<file path="config.mk">
export PLATFORM = sky130hd
export DESIGN_NAME = cfg_shift_chain
export DESIGN_NICKNAME = d
export VERILOG_FILES = /design/src/rtl/cfg_shift_chain.sv
export SDC_FILE = /design/constraint.sdc
export NUM_CORES = 1
export LEC_CHECK = 0
export ABC_CLOCK_PERIOD_IN_PS = 2000
export BUFFER_PORTS_ARGS = -buffer_cell sky130_fd_sc_hd__buf_2
export CORE_MARGIN = 5
export CORE_UTILIZATION = 45
export CTS_CLUSTER_SIZE = 25
export DETAILED_ROUTE_END_ITERATION = 6
export GPL_ROUTABILITY_DRIVEN = 1
export SLEW_MARGIN = 10
export SYNTH_ARGS = -nofsm -noshare
export SYNTH_HDL_FRONTEND = slang
export SYNTH_SLANG_ARGS = --single-unit
export TNS_END_PERCENT = 1
</file>
<file path="constraint.sdc">
create_clock -name CK -period 2 [get_ports CK]
set_input_delay 0.2 -clock CK [delete_from_list [all_inputs] [get_ports CK]]
set_output_delay 0.2 -clock CK [all_outputs]
set_load 0.02 [all_outputs]
</file>
<file path="src/rtl/cfg_shift_chain.sv">
// rtl/cfg_shift_chain.sv - multi-lane configuration shift chain with commit/release sequencer
module cfg_shift_chain #(
    parameter int WIDTH = 32,
    parameter int LANES = 1
) (
    input  logic             CK,
    input  logic             RSTN,
    input  logic             start,
    input  logic [LANES-1:0] SI,
    input  logic             si_valid,
    output logic             si_ready,
    output logic [LANES-1:0] SO,
    output logic [WIDTH-1:0] cfg_q,
    output logic             cfg_done,
    output logic             busy,
    output logic             err
);

    localparam int N_BEATS = WIDTH / LANES;
    localparam int CW      = (N_BEATS > 1) ? $clog2(N_BEATS) : 1;
    localparam logic [CW-1:0] LAST_BEAT = CW'(N_BEATS - 1);

    typedef enum logic [1:0] {
        S_IDLE   = 2'd0,
        S_SHIFT  = 2'd1,
        S_COMMIT = 2'd2,
        S_DONE   = 2'd3
    } state_t;

    state_t           state;
    logic [CW-1:0]    beat_cnt;
    logic [WIDTH-1:0] chain;
    logic [WIDTH-1:0] shadow;
    logic [WIDTH-1:0] chain_shifted;
    logic             accept;
    logic             start_ok;
    logic             violation;

    // A chain exactly one beat wide is simply replaced by the incoming beat.
    generate
        if (WIDTH == LANES) begin : g_single_beat
            assign chain_shifted = SI;
        end else begin : g_multi_beat
            assign chain_shifted = {chain[WIDTH-LANES-1:0], SI};
        end
    endgenerate

    assign si_ready = (state == S_SHIFT);
    assign busy     = (state == S_SHIFT) || (state == S_COMMIT);
    assign SO       = chain[WIDTH-1 -: LANES];
    assign cfg_q    = cfg_done ? shadow : '0;

    // Handshake decode and protocol-violation detection for this cycle.
    always_comb begin
        accept    = si_valid && si_ready;
        start_ok  = start && !busy;
        violation = (si_valid && !si_ready) || (start && busy);
    end

    // Load sequencer: shift beats in, commit to shadow, release on done.
    always_ff @(posedge CK or negedge RSTN) begin
        if (!RSTN) begin
            state    <= S_IDLE;
            beat_cnt <= '0;
            chain    <= '0;
            shadow   <= '0;
            cfg_done <= 1'b0;
            err      <= 1'b0;
        end else begin
            // An accepted start clears err, but a violation in the same cycle re-sets it.
            err <= (start_ok ? 1'b0 : err) | violation;
            case (state)
                S_IDLE, S_DONE: begin
                    if (start) begin
                        state    <= S_SHIFT;
                        beat_cnt <= '0;
                        cfg_done <= 1'b0;
                    end
                end
                S_SHIFT: begin
                    if (accept) begin
                        chain <= chain_shifted;
                        if (beat_cnt == LAST_BEAT) begin
                            state <= S_COMMIT;
                        end else begin
                            beat_cnt <= beat_cnt + 1'b1;
                        end
                    end
                end
                S_COMMIT: begin
                    shadow   <= chain;
                    cfg_done <= 1'b1;
                    state    <= S_DONE;
                end
                default: state <= S_IDLE;
            endcase
        end
    end

endmodule

</file>
* Yosys cells after proc, flatten, opt, wreduce, memory -nomap -nowiden
Cells that the tools add are included.
** Storage, ports and cells
- Flip-flop bits (word level) :: 73
- Bits of input ports :: 5
- Output and inout port bits :: 37
** Cells by class
- $add $sub $neg :: 1
- Equality and inequality tests :: 8
- Multiplexer cells :: 12
- Bitwise operators :: 1
- Reduce and logical (&&, ||, !) cells :: 16
** Operators by type and width (number)
- 2-to-1 mux 32 bit :: 1
- 2-to-1 mux 5 bit :: 3
- one-hot mux 5 bit (2 select lines) :: 1
- 2-to-1 mux 2 bit :: 3
- one-hot mux 2 bit (3 select lines) :: 1
- adder 5 x 1 -> 5 bit, second input constant :: 1
- equality test 5 bit, second input constant :: 1
- equality test 2 bit, second input constant :: 2
- logical AND 1 bit :: 4
- != test 2 x 1 -> 1 bit, second input constant :: 2
- != test 2 bit, second input constant :: 2
- AND reduction 2 bit :: 2
- AND reduction 4 bit :: 1
- nonzero test 2 bit :: 2
- AND reduction 3 bit :: 1
- equality test 2 x 1 -> 1 bit, second input constant :: 1
- logical NOT 1 bit :: 2
- logical NOT 2 bit :: 1
- logical OR 1 bit :: 2
- 2-to-1 mux 1 bit :: 2
- one-hot mux 1 bit (2 select lines) :: 1
- OR reduction 2 bit :: 1
- bitwise OR 1 bit :: 1

* Depth between registers and ports, before layout
Gate-level depths: netlist of the first run.
- Depth after elaboration :: 6
- Gate-level depth with buffers :: 6
- Depth with buffers taken out :: 6

* Worst setup path after synthesis of the first run
OpenSTA, ideal clock, no wires.
- Path kind :: register to register
- Start :: register beat_cnt[0]
- End :: register beat_cnt[0]
- Data arrival time :: 1610 ps
- Required time :: 1875 ps
- Setup slack :: 265 ps
- Stages on the path, launching flop included :: 7
- Path buffers :: 0
- Period minus slack after synthesis :: 1735 ps
- Cell sequence :: dfrtp_1 ha_1 and3_1 ha_1 nand3b_1 a21o_1 mux2_2
** Between the ends
- Cells in the longest elaborated chain, start to end :: 4
- Elaborated cells between the ends (all ways) :: 7
** RTL lines
- start, declared :: RTL line 31 : logic [CW-1:0] beat_cnt;
- start signal, assigned :: RTL line 86 : beat_cnt <= beat_cnt + 1'b1;
- adder 5 x 1 -> 5 bit :: RTL line 86
- 2-to-1 mux 5 bit :: RTL line 83 : if (beat_cnt == LAST_BEAT) begin
- 2-to-1 mux 5 bit :: RTL line 81 : if (accept) begin
- one-hot mux 5 bit (2 select lines) :: RTL line 72 : case (state)
Parallel ways exist; a longest one is shown, timed or not. The select of a mux whose other input is x is not followed.
A chain may end at the register's enable or synchronous reset.

* Worst setup path in the final report of the first run
Ends and elaborated chain as after synthesis.

==> metrics, run 1 <==
status=finished, final reports clean; Hold Fails Final Rpt=0; endpoints failing setup=0; mean post-synth cell area=around 14 um2; critical path, cell by cell=ha_1, and3_1, ha_1, nand3b_1, a21o_1, mux2_2; routed vias/inst=5.01; diode count=0; min cycle time layout=approximately 1.8 ns; CP Launch Type=flop; core area=between 6000 and 7000 um2; GRT overflow=0; Worst-Skew Late Latency=between 0.3 and 0.4 ns; die area=~8600 um2; #FFs+latches synth=73; Wirelength per Cell=14.2 um; initial antenna violation count=0; Max VDD drop=roughly 0.00055 V; Fillers=approximately 600; I/O pin cnt=42; DP HPWL=between 3000 and 4000 um; slew margin rel.=74.4%; worst-path maximum fanout=4; Setup CP Type=flop to flop; Mapped Area=3100 um2; syn_nets=230; Worst Path Required=around 2.2 ns; Worst setup EP type=flop; Max Slew Vio Count=0; Total Wirelength=5040 um; CTS root buf=clkbuf_8; area grow syn2layout=18.3%; number of global-route vias before repair=roughly 1,800; max_cap viols=0; Setup crit start=beat_cnt[0]$_DFFE_PN0P_; Synth Instances=between 200 and 250; pin count of the biggest net entering global routing=74; clk slew on worst S/H paths=0.07 ns; hold path start=SI; FF-to-FF path depth=6; CTS tree=done; fmax=~550 MHz; Num CTS Buffers=9; Hold Path Depth=2; critical-path cell with the highest stage delay=dfrtp_1; crit share post-route=90.8%; Port Buf Inserts=between 40 and 50; Worst Tran Pin Value=a little under 0.4 ns; CTS max path bufs=2; DR pass1 iterations=2; Synth cell types=26; Sink Count=73; htree depth=3; clk_skew=approximately 0.0068 ns; postcts setup bufs=0; cts repair resizes=0; DRC=0; Final TNS setup=0 ns; GPL Wtd Cong=about 0.71; first-pass GRT wire length=8810 um; Yosys Warn Count=0; r2r startpoint=beat_cnt[0]$_DFFE_PN0P_; Die H=93.0 um; FP Rows=30; crit-path max cell delay=about 0.40 ns; Die W=a little over 90 um; post-route ant nets=0; footprint of the multi-input gates=approximately 1200 um2; starting density of the core=45.9%; Via Count=1,775; worst slack at placement=a little under 0.2 ns; Seq/Total Area, Yosys=59.0%; Power Density=~1200 nW/um2; RSZ-0062 raised after global routing=no; min-delay worst type=input port to flop; GRT Overall Usage=13.0%; DRT iter0 DRCs=39; P_leak=slightly below 0.002 uW; layout cell share with drive strength beyond 1=29.9%; most used cell, CP=ha_1; Worst EP arrival=2.04 ns; register area=1830 um2; Final nets=280; setup ws final=0.185 ns
[placed cells by master (no fill, tap or decap), drive strengths merged, types with 2 or more instances in the layout]
master	n
o21ai	3
clkinvlp	2
nand2b	3
mux2i	3
nand3b	2
and2	32
nor2b	2
bufinv	3
dfrtp	73
ha	5
nor2	2
mux2	65
a22o	2
inv	5
a211oi	2
clkbuf	10
buf	48
nand2	4
[kinds of logic (layout without fill, tap and decap cells)]
kind of cell	Yosys count	count (layout)	share of synthesized area, %
DFF	73	73	59.0
muxes	68	68	24.6
and+or+nand+nor	47	47	9.37
buffers and inverters	15	69	2.10
AOI/OAI and AO/OA	12	12	2.95
adders and majority gates	5	5	2.02
[per-layer routing]
metal	up-vias	share of wire (%)	routed length, um	GRT usage (%)
li1	846	-	-	-
met1	888	48	2430	17.6
met2	30	46	2320	19.9
met3	11	3.9	195	2.74
met4	0	2.1	104	6.59
met5	-	0	0	0
[critical path: cells and delay by family, from the launching register on]
kind | cells | cell delay [ns]
muxes | 1 | 0.26
and+or+nand+nor | 2 | 0.42
AOI/OAI and AO/OA | 1 | 0.23
DFF | 1 | 0.40
adders and majority gates | 2 | 0.39
[power by group]
part | switching, uW | internal (uW)
sequential | 150 | 1730
clock | 530 | 822
combinational | 737 | 576
[sequential cells by signal, indices dropped and copies added (netlist names)]
| register | cells |
|---|---|
| cfg_done | 1 |
| shadow | 32 |
| state | 2 |
| chain | 32 |
| err | 1 |
| beat_cnt | 5 |
[Yosys cell counts, drive strengths merged]
cell type | number | area [um2]
ha | 5 | 62.6
clkbuf | 3 | 11.3
a21oi | 1 | 5.00
mux2 | 65 | 732
o22ai | 1 | 6.26
o21ai | 3 | 15.0
o31ai | 1 | 7.51
and3 | 1 | 6.26
a211oi | 2 | 25.0
mux2i | 3 | 30.0
nand3b | 2 | 15.0
nand2b | 3 | 18.8
nor2b | 2 | 20.0
a21boi | 1 | 7.51
nor2 | 2 | 7.51
inv | 5 | 18.8
a21o | 1 | 7.51
and2 | 32 | 200
nand2 | 4 | 17.5
buf | 7 | 35.0
a22o | 2 | 17.5
dfrtp | 73 | 1830
nand3 | 1 | 5.00
[path summary, 6_finish.rpt]
check	endpoint	slack, ns
setup / recovery	beat_cnt[0]$_DFFE_PN0P_	0.18
hold / removal	chain[0]$_DFFE_PN0P_	0.09
setup reg to reg	beat_cnt[0]$_DFFE_PN0P_	0.18
hold reg to reg	shadow[7]$_DFFE_PN0P_	0.48
max in group asynchronous	shadow[1]$_DFFE_PN0P_	1.28
min in group asynchronous	chain[26]$_DFFE_PN0P_	0.41
[cell type report]
cell class / count / area share (%)
clock buffers: 10 / 3.48
clock inverters: 5 / 2.87
inverters: 5 / 0.512
multi-input cells: 132 / 32.9
flip-flops and latches: 73 / 49.8
well taps: 80 / 2.73
repair buffers: 49 / 7.65
[timing repair]
item	in CTS	in global routing
setup endpoints to repair	0	0
endpoints found under the hold margin	73	0
hold buffers	1	0
[stage by stage]
| stage | cell area (um2) | hold WS (ns) | std cells | utilization, % | power, uW |
|---|---|---|---|---|---|
| floorplan | 3100 | -0.0956 | 220 | - | 2870 |
| global placement | 3420 | 0.268 | 338 | 50.6 | 3230 |
| detailed placement | 3420 | 0.263 | 338 | 50.6 | 3260 |
| CTS | 3660 | 0.0724 | 354 | 54.2 | 4630 |
| global route | 3660 | 0.0983 | 354 | 54.2 | 4860 |
| finish | 3660 | 0.0866 | 354 | 54.2 | 4550 |
Power figures use the tool's default switching activity.
==> run 2, diff against run 1 <==
- SETUP_SLACK_MARGIN: unset -> 0.3
==> metrics, run 2 (synthesis results as in run 1) <==
status=finished, final reports clean; hold path start=SI; Final nets=283 (+1.1%); Max Slew Vio Count=0 (unchanged); Worst Path Required=2.23 ns (about the same); Largest regs=chain: 32 flops, shadow: 32 flops, beat_cnt: 5 flops; FP Rows=30 (unchanged); CTS tree=done; area grow syn2layout=18.8%; met1 Use GR=18.0% (+0.35 points); Total Wirelength=5100 um (+1.2%); P_leak=0.00197 uW (-0.50%); GPL Wtd Cong=0.665 (-6.2%); crit-path max cell delay=0.39 ns (about the same); setup ws final=0.232 ns (+0.0474 ns); Via Count=1,793 (+1.0%); Die H=93.0 um (unchanged); Setup crit start=beat_cnt[0]$_DFFE_PN0P_; CP top delay family=simple AND/OR/NAND/NOR gates; Sink Count=73 (unchanged); Worst-Skew Late Latency=0.34 ns (about the same); number of global-route vias before repair=1,915 (+4.9%); Power Density=1190 nW/um2 (-3.7%); Wirelength per Cell=14.3 um (about the same); min-delay worst type=input port to flop; htree depth=3 (unchanged); Final TNS setup=0 ns (unchanged); worst-path maximum fanout=4 (unchanged); I/O pin cnt=42 (unchanged); critical path, cell by cell=ha_2, and3_4, ha_4, nand3b_1, a21o_1, mux2_4; met3 capacity usage during global routing=4.18% (+1.4 points); initial antenna violation count=0 (unchanged); RSZ-0062 raised after global routing=yes; Hold Fails Final Rpt=0 (unchanged); first-pass GRT wire length=9290 um (+5.4%); min cycle time layout=1.77 ns (-0.0474 ns); DRT iter0 DRCs=55 (+41%); GRT overflow=0 (unchanged); DR pass1 iterations=4 (+2); slew margin rel.=79.7% (+5.3 points); critical-path cell with the highest stage delay=dfrtp_1; Tot Pwr=4400 uW (-3.3%); Worst Tran Pin Value=0.304 ns (-0.0802 ns); CTS root buf=clkbuf_8; routed vias/inst=5.01 (-0.11%); clk slew on worst S/H paths=0.08 ns (about the same); Worst setup EP type=flop; worst slack at placement=0.217 ns (+0.0253 ns); final core occ=54.5% (+0.24 points); max_cap viols=0 (unchanged); layout cell share with drive strength beyond 1=32.0% (+2.1 points); r2r startpoint=beat_cnt[0]$_DFFE_PN0P_; Most Used Layer, Global Route=met2; fmax=566 MHz (+2.7%); pin count of the biggest net entering global routing=59 (-20%); post-route ant nets=0 (unchanged); commonest non-fill, non-tap cell in the layout=dfrtp_1; Port Buf Inserts=41 (unchanged); clk_skew=0.0126 ns (+0.00578 ns); Max VDD drop=0.000619 V (+12%); die area=8640 um2 (unchanged); crit share post-route=88.4% (-2.4 points); DP HPWL=3340 um (-0.74%); CP bufs+invs=0 (unchanged); DRC=0 (unchanged); met2 global-route usage=21.3% (+1.4 points); commonest cells after routing, fill and taps aside=dfrtp_1, mux2_1, buf_2; CP Launch Type=flop; Die W=93.0 um (unchanged); diode count=0 (unchanged); Setup CP Type=flop to flop; Num CTS Buffers=9 (unchanged); GRT Overall Usage=13.7% (+0.68 points); core area=6760 um2 (unchanged); post-route design area=3680 um2 (+0.44%); endpoints failing setup=0 (unchanged); CTS max path bufs=2 (unchanged); DP Area=3440 um2 (+0.66%); Worst EP arrival=1.99 ns (-0.05 ns); starting density of the core=45.9% (unchanged)
==> run 2: worst paths after layout <==
check / to / slack [ns] / cells past startpoint
max reg2reg: beat_cnt[0]$_DFFE_PN0P_ / 0.23 / 6
min: chain[0]$_DFFE_PN0P_ / 0.10 / 2
min in group asynchronous: shadow[26]$_DFFE_PN0P_ / 0.26 / 2
min reg2reg: shadow[26]$_DFFE_PN0P_ / 0.48 / 1
max: beat_cnt[0]$_DFFE_PN0P_ / 0.23 / 6
max in group asynchronous: chain[24]$_DFFE_PN0P_ / 1.18 / 3
==> run 2: where the power goes <==
part | switching, uW | internal, uW
combinational | 755 | 611
clock | 541 | 612
sequential | 148 | 1730
total | 1440 | 2950
==> run 2: final cells by class <==
cell class	instances	area (um2)
Fill cell	620	3080
Inverter	5	18.8
Clock inverter	4	52.6
Sequential cell	73	1830
Timing Repair Buffer	52	305
Tap cell	80	100
Clock buffer	12	145
Multi-Input combinational cell	132	1230
==> run 2: layer usage <==
metal  vias to the layer above  wire, um
met5                         -         0
met2                        33      2370
li1                        867         -
met3                         9       225
met1                       884      2430
met4                         0        67
==> run 2: per-stage QoR <==
step | hold WS [ns] | cells
3_5_place_dp | 0.0759 | 338
2_1_floorplan | -0.0956 | 220
3_3_place_gp | 0.0792 | 338
6_report | 0.102 | 358
5_1_grt | 0.0845 | 358
4_1_cts | 0.0898 | 358
==> run 2: worst register-to-register path: stages (launching register included) <==
cell and delay (ns):
dfrtp_1 0.39, ha_2 0.19, and3_4 0.18, ha_4 0.15, nand3b_1 0.24, a21o_1 0.25, mux2_4 0.26
==> run 2: what timing repair did <==
action,CTS,global route
buffers inserted,3,0
resized for setup,1,1
endpoints found under the hold margin,15,0
setup endpoints to repair,4,15
pin swaps,2,0
hold buffers,1,0
==> run 3, diff against run 2 <==
--- a/config.mk
+++ b/config.mk
@@ -8,3 +8,2 @@
 export ABC_CLOCK_PERIOD_IN_PS = 2000
-export BUFFER_PORTS_ARGS = -buffer_cell sky130_fd_sc_hd__buf_2
 export CORE_MARGIN = 5
@@ -13,2 +12,3 @@
 export DETAILED_ROUTE_END_ITERATION = 6
+export DONT_BUFFER_PORTS = 1
 export GPL_ROUTABILITY_DRIVEN = 1
--- a/constraint.sdc
+++ b/constraint.sdc
@@ -3,2 +3,2 @@
 set_output_delay 0.2 -clock CK [all_outputs]
-set_load 0.02 [all_outputs]
+set_load 0.1 [all_outputs]
==> metrics, run 3 (synthesis results as in run 1) <==
status=finished with violations; violated checks=negative hold slack; Worst EP arrival=2.00 ns (about the same); DR pass1 iterations=4 (unchanged); P_leak=0.00209 uW (+6.1%); CTS max path bufs=2 (unchanged); critical path, cell by cell=ha_2, and3_4, ha_4, nand3b_1, buf_6, a211oi_2, mux2i_1; Num CTS Buffers=9 (unchanged); initial antenna violation count=0 (unchanged); endpoints failing setup=0 (unchanged); CP top delay family=flip-flops; worst slack at placement=0.109 ns (-0.108 ns); post-route design area=4240 um2 (+15%); slew margin rel.=78.9% (-0.82 points); DRC=0 (unchanged); area grow syn2layout=36.9%; post-route ant nets=0 (unchanged); core area=6760 um2 (unchanged); routed vias/inst=5.13 (+2.4%); Total Wirelength=5530 um (+8.3%); NetSw=2080 uW (+44%); Setup CP Type=flop to flop; min cycle time layout=1.74 ns (-0.0308 ns); P_int=3400 uW (+15%); crit-path max cell delay=0.40 ns (about the same); clk slew on worst S/H paths=0.08 ns (about the same); Fillers=508 (-18%); Final TNS setup=0 ns (unchanged); Wirelength per Cell=15.7 um (+10%); DP Area=3910 um2 (+13%); Comb power frac=38.7% (+7.6 points); commonest non-fill, non-tap cell in the layout=dfrtp_1; Worst Tran Pin Value=0.317 ns (+0.0130 ns); Die W=93.0 um (unchanged); die area=8640 um2 (unchanged); GPL Wtd Cong=0.760 (+14%); Sink Count=73 (unchanged); DRT iter0 DRCs=50 (-9.1%); Largest regs=chain: 32 flops, shadow: 32 flops, beat_cnt: 5 flops; switching share of power=37.9% (+5.1 points); max_cap viols=0 (unchanged); Worst-Skew Late Latency=0.33 ns (about the same); commonest cells after routing, fill and taps aside=dfrtp_1, mux2_1, buf_12; register area=1830 um2 (+0.21%); CP Launch Type=flop; met2 global-route usage=22.6% (+1.3 points); CTS root buf=clkbuf_8; Via Count=1,805 (+0.67%); FP Rows=30 (unchanged); Worst Path Required=2.26 ns (+0.03 ns); met3 capacity usage during global routing=3.70% (-0.48 points); RSZ-0062 raised after global routing=yes; worst-path maximum fanout=3 (-1); Final nets=277 (-2.1%); Most Used Layer, Global Route=met2; GRT Overall Usage=14.3% (+0.60 points); met1 Use GR=17.9% (about the same); critical-path cell with the highest stage delay=dfrtp_1; layout cell share with drive strength beyond 1=43.0% (+11 points); Die H=93.0 um (unchanged); final core occ=62.8% (+8.3 points); min-delay worst type=input port to async pin; Power Density=1290 nW/um2 (+8.2%); Max Slew Vio Count=0 (unchanged); setup ws final=0.263 ns (+0.0308 ns); footprint of the multi-input gates=1270 um2 (+2.9%); htree depth=3 (unchanged); Max VDD drop=0.000868 V (+40%); fmax=576 MHz (+1.8%); worst hold slack=-0.450 ns (-0.552 ns); Flop pwr share=35.6% (-7.1 points); DP HPWL=3740 um (+12%); CTS tree=done; pin count of the biggest net entering global routing=74 (+25%); GRT overflow=0 (unchanged); number of global-route vias before repair=1,957 (+2.2%); clk_skew=0.00940 ns (-0.00319 ns); CP bufs+invs=1 (+1); crit share post-route=86.9% (-1.5 points); Port Buf Inserts=0 (-100%); I/O pin cnt=42 (unchanged); Worst setup EP type=flop; clock share of power=25.7% (-0.5 points); starting density of the core=45.9% (unchanged); CTS Hold Bufs=2 (+1); diode count=0 (unchanged); R2R Setup Slk=0.26 ns (+0.03 ns); Hold Fails Final Rpt=73 (+73); first-pass GRT wire length=9590 um (+3.3%)
run 3: worst register-to-register path, stage by stage (launching register included):
cell and delay, ns:
dfrtp_1 0.40, ha_2 0.20, and3_4 0.18, ha_4 0.15, nand3b_1 0.19, buf_6 0.15
a211oi_2 0.19, mux2i_1 0.21
run 3: area by class of cell:
cell class | count | share of cell area (%)
clock buffers | 10 | 3.24
clock inverters | 6 | 2.71
inverters | 5 | 0.442
multi-input cells | 132 | 29.9
flip-flops and latches | 73 | 43.2
well taps | 80 | 2.36
repair buffers | 46 | 18.2
run 3: power by group through the flow:
stage                     sequential, uW  combinational (uW)  clock (uW)
final                               1950                2120        1410
after global routing                2010                2260        1510
after CTS                           1960                2150        1450
after detailed placement            1990                2070           0
after global placement              1970                2010           0
after floorplan                     2010                1480           0
run 3: metal layers:
layer / wire length, um / share of wire (%)
met1: 2420 / 44
met2: 2790 / 51
met3: 219 / 4.0
met4: 92 / 1.7
met5: 0 / 0
run 3: worst paths after layout:
kind / endpoint / start / cells past startpoint
setup / recovery: beat_cnt[3]$_DFFE_PN0P_ / beat_cnt[0]$_DFFE_PN0P_ / 7
hold / removal: shadow[31]$_DFFE_PN0P_ / RSTN / 0
setup reg to reg: beat_cnt[3]$_DFFE_PN0P_ / beat_cnt[0]$_DFFE_PN0P_ / 7
hold reg to reg: shadow[15]$_DFFE_PN0P_ / shadow[15]$_DFFE_PN0P_ / 1
max in group asynchronous: chain[11]$_DFFE_PN0P_ / RSTN / 0
min in group CK: err$_DFF_PN0_ / start / 2
run 3: timing repair:
item                       in CTS  in global routing
pin swaps                       2                  2
hold endpoints to repair       75                 73
setup endpoints to repair      38                  6
setup buffers                   3                  1
resized for setup               7                  0
run 3: per-stage QoR:
stage               power, uW  std cells
detailed placement       4060        330
CTS                      5560        351
finish                   5480        352
floorplan                3490        220
global route             5780        352
global placement         3980        330
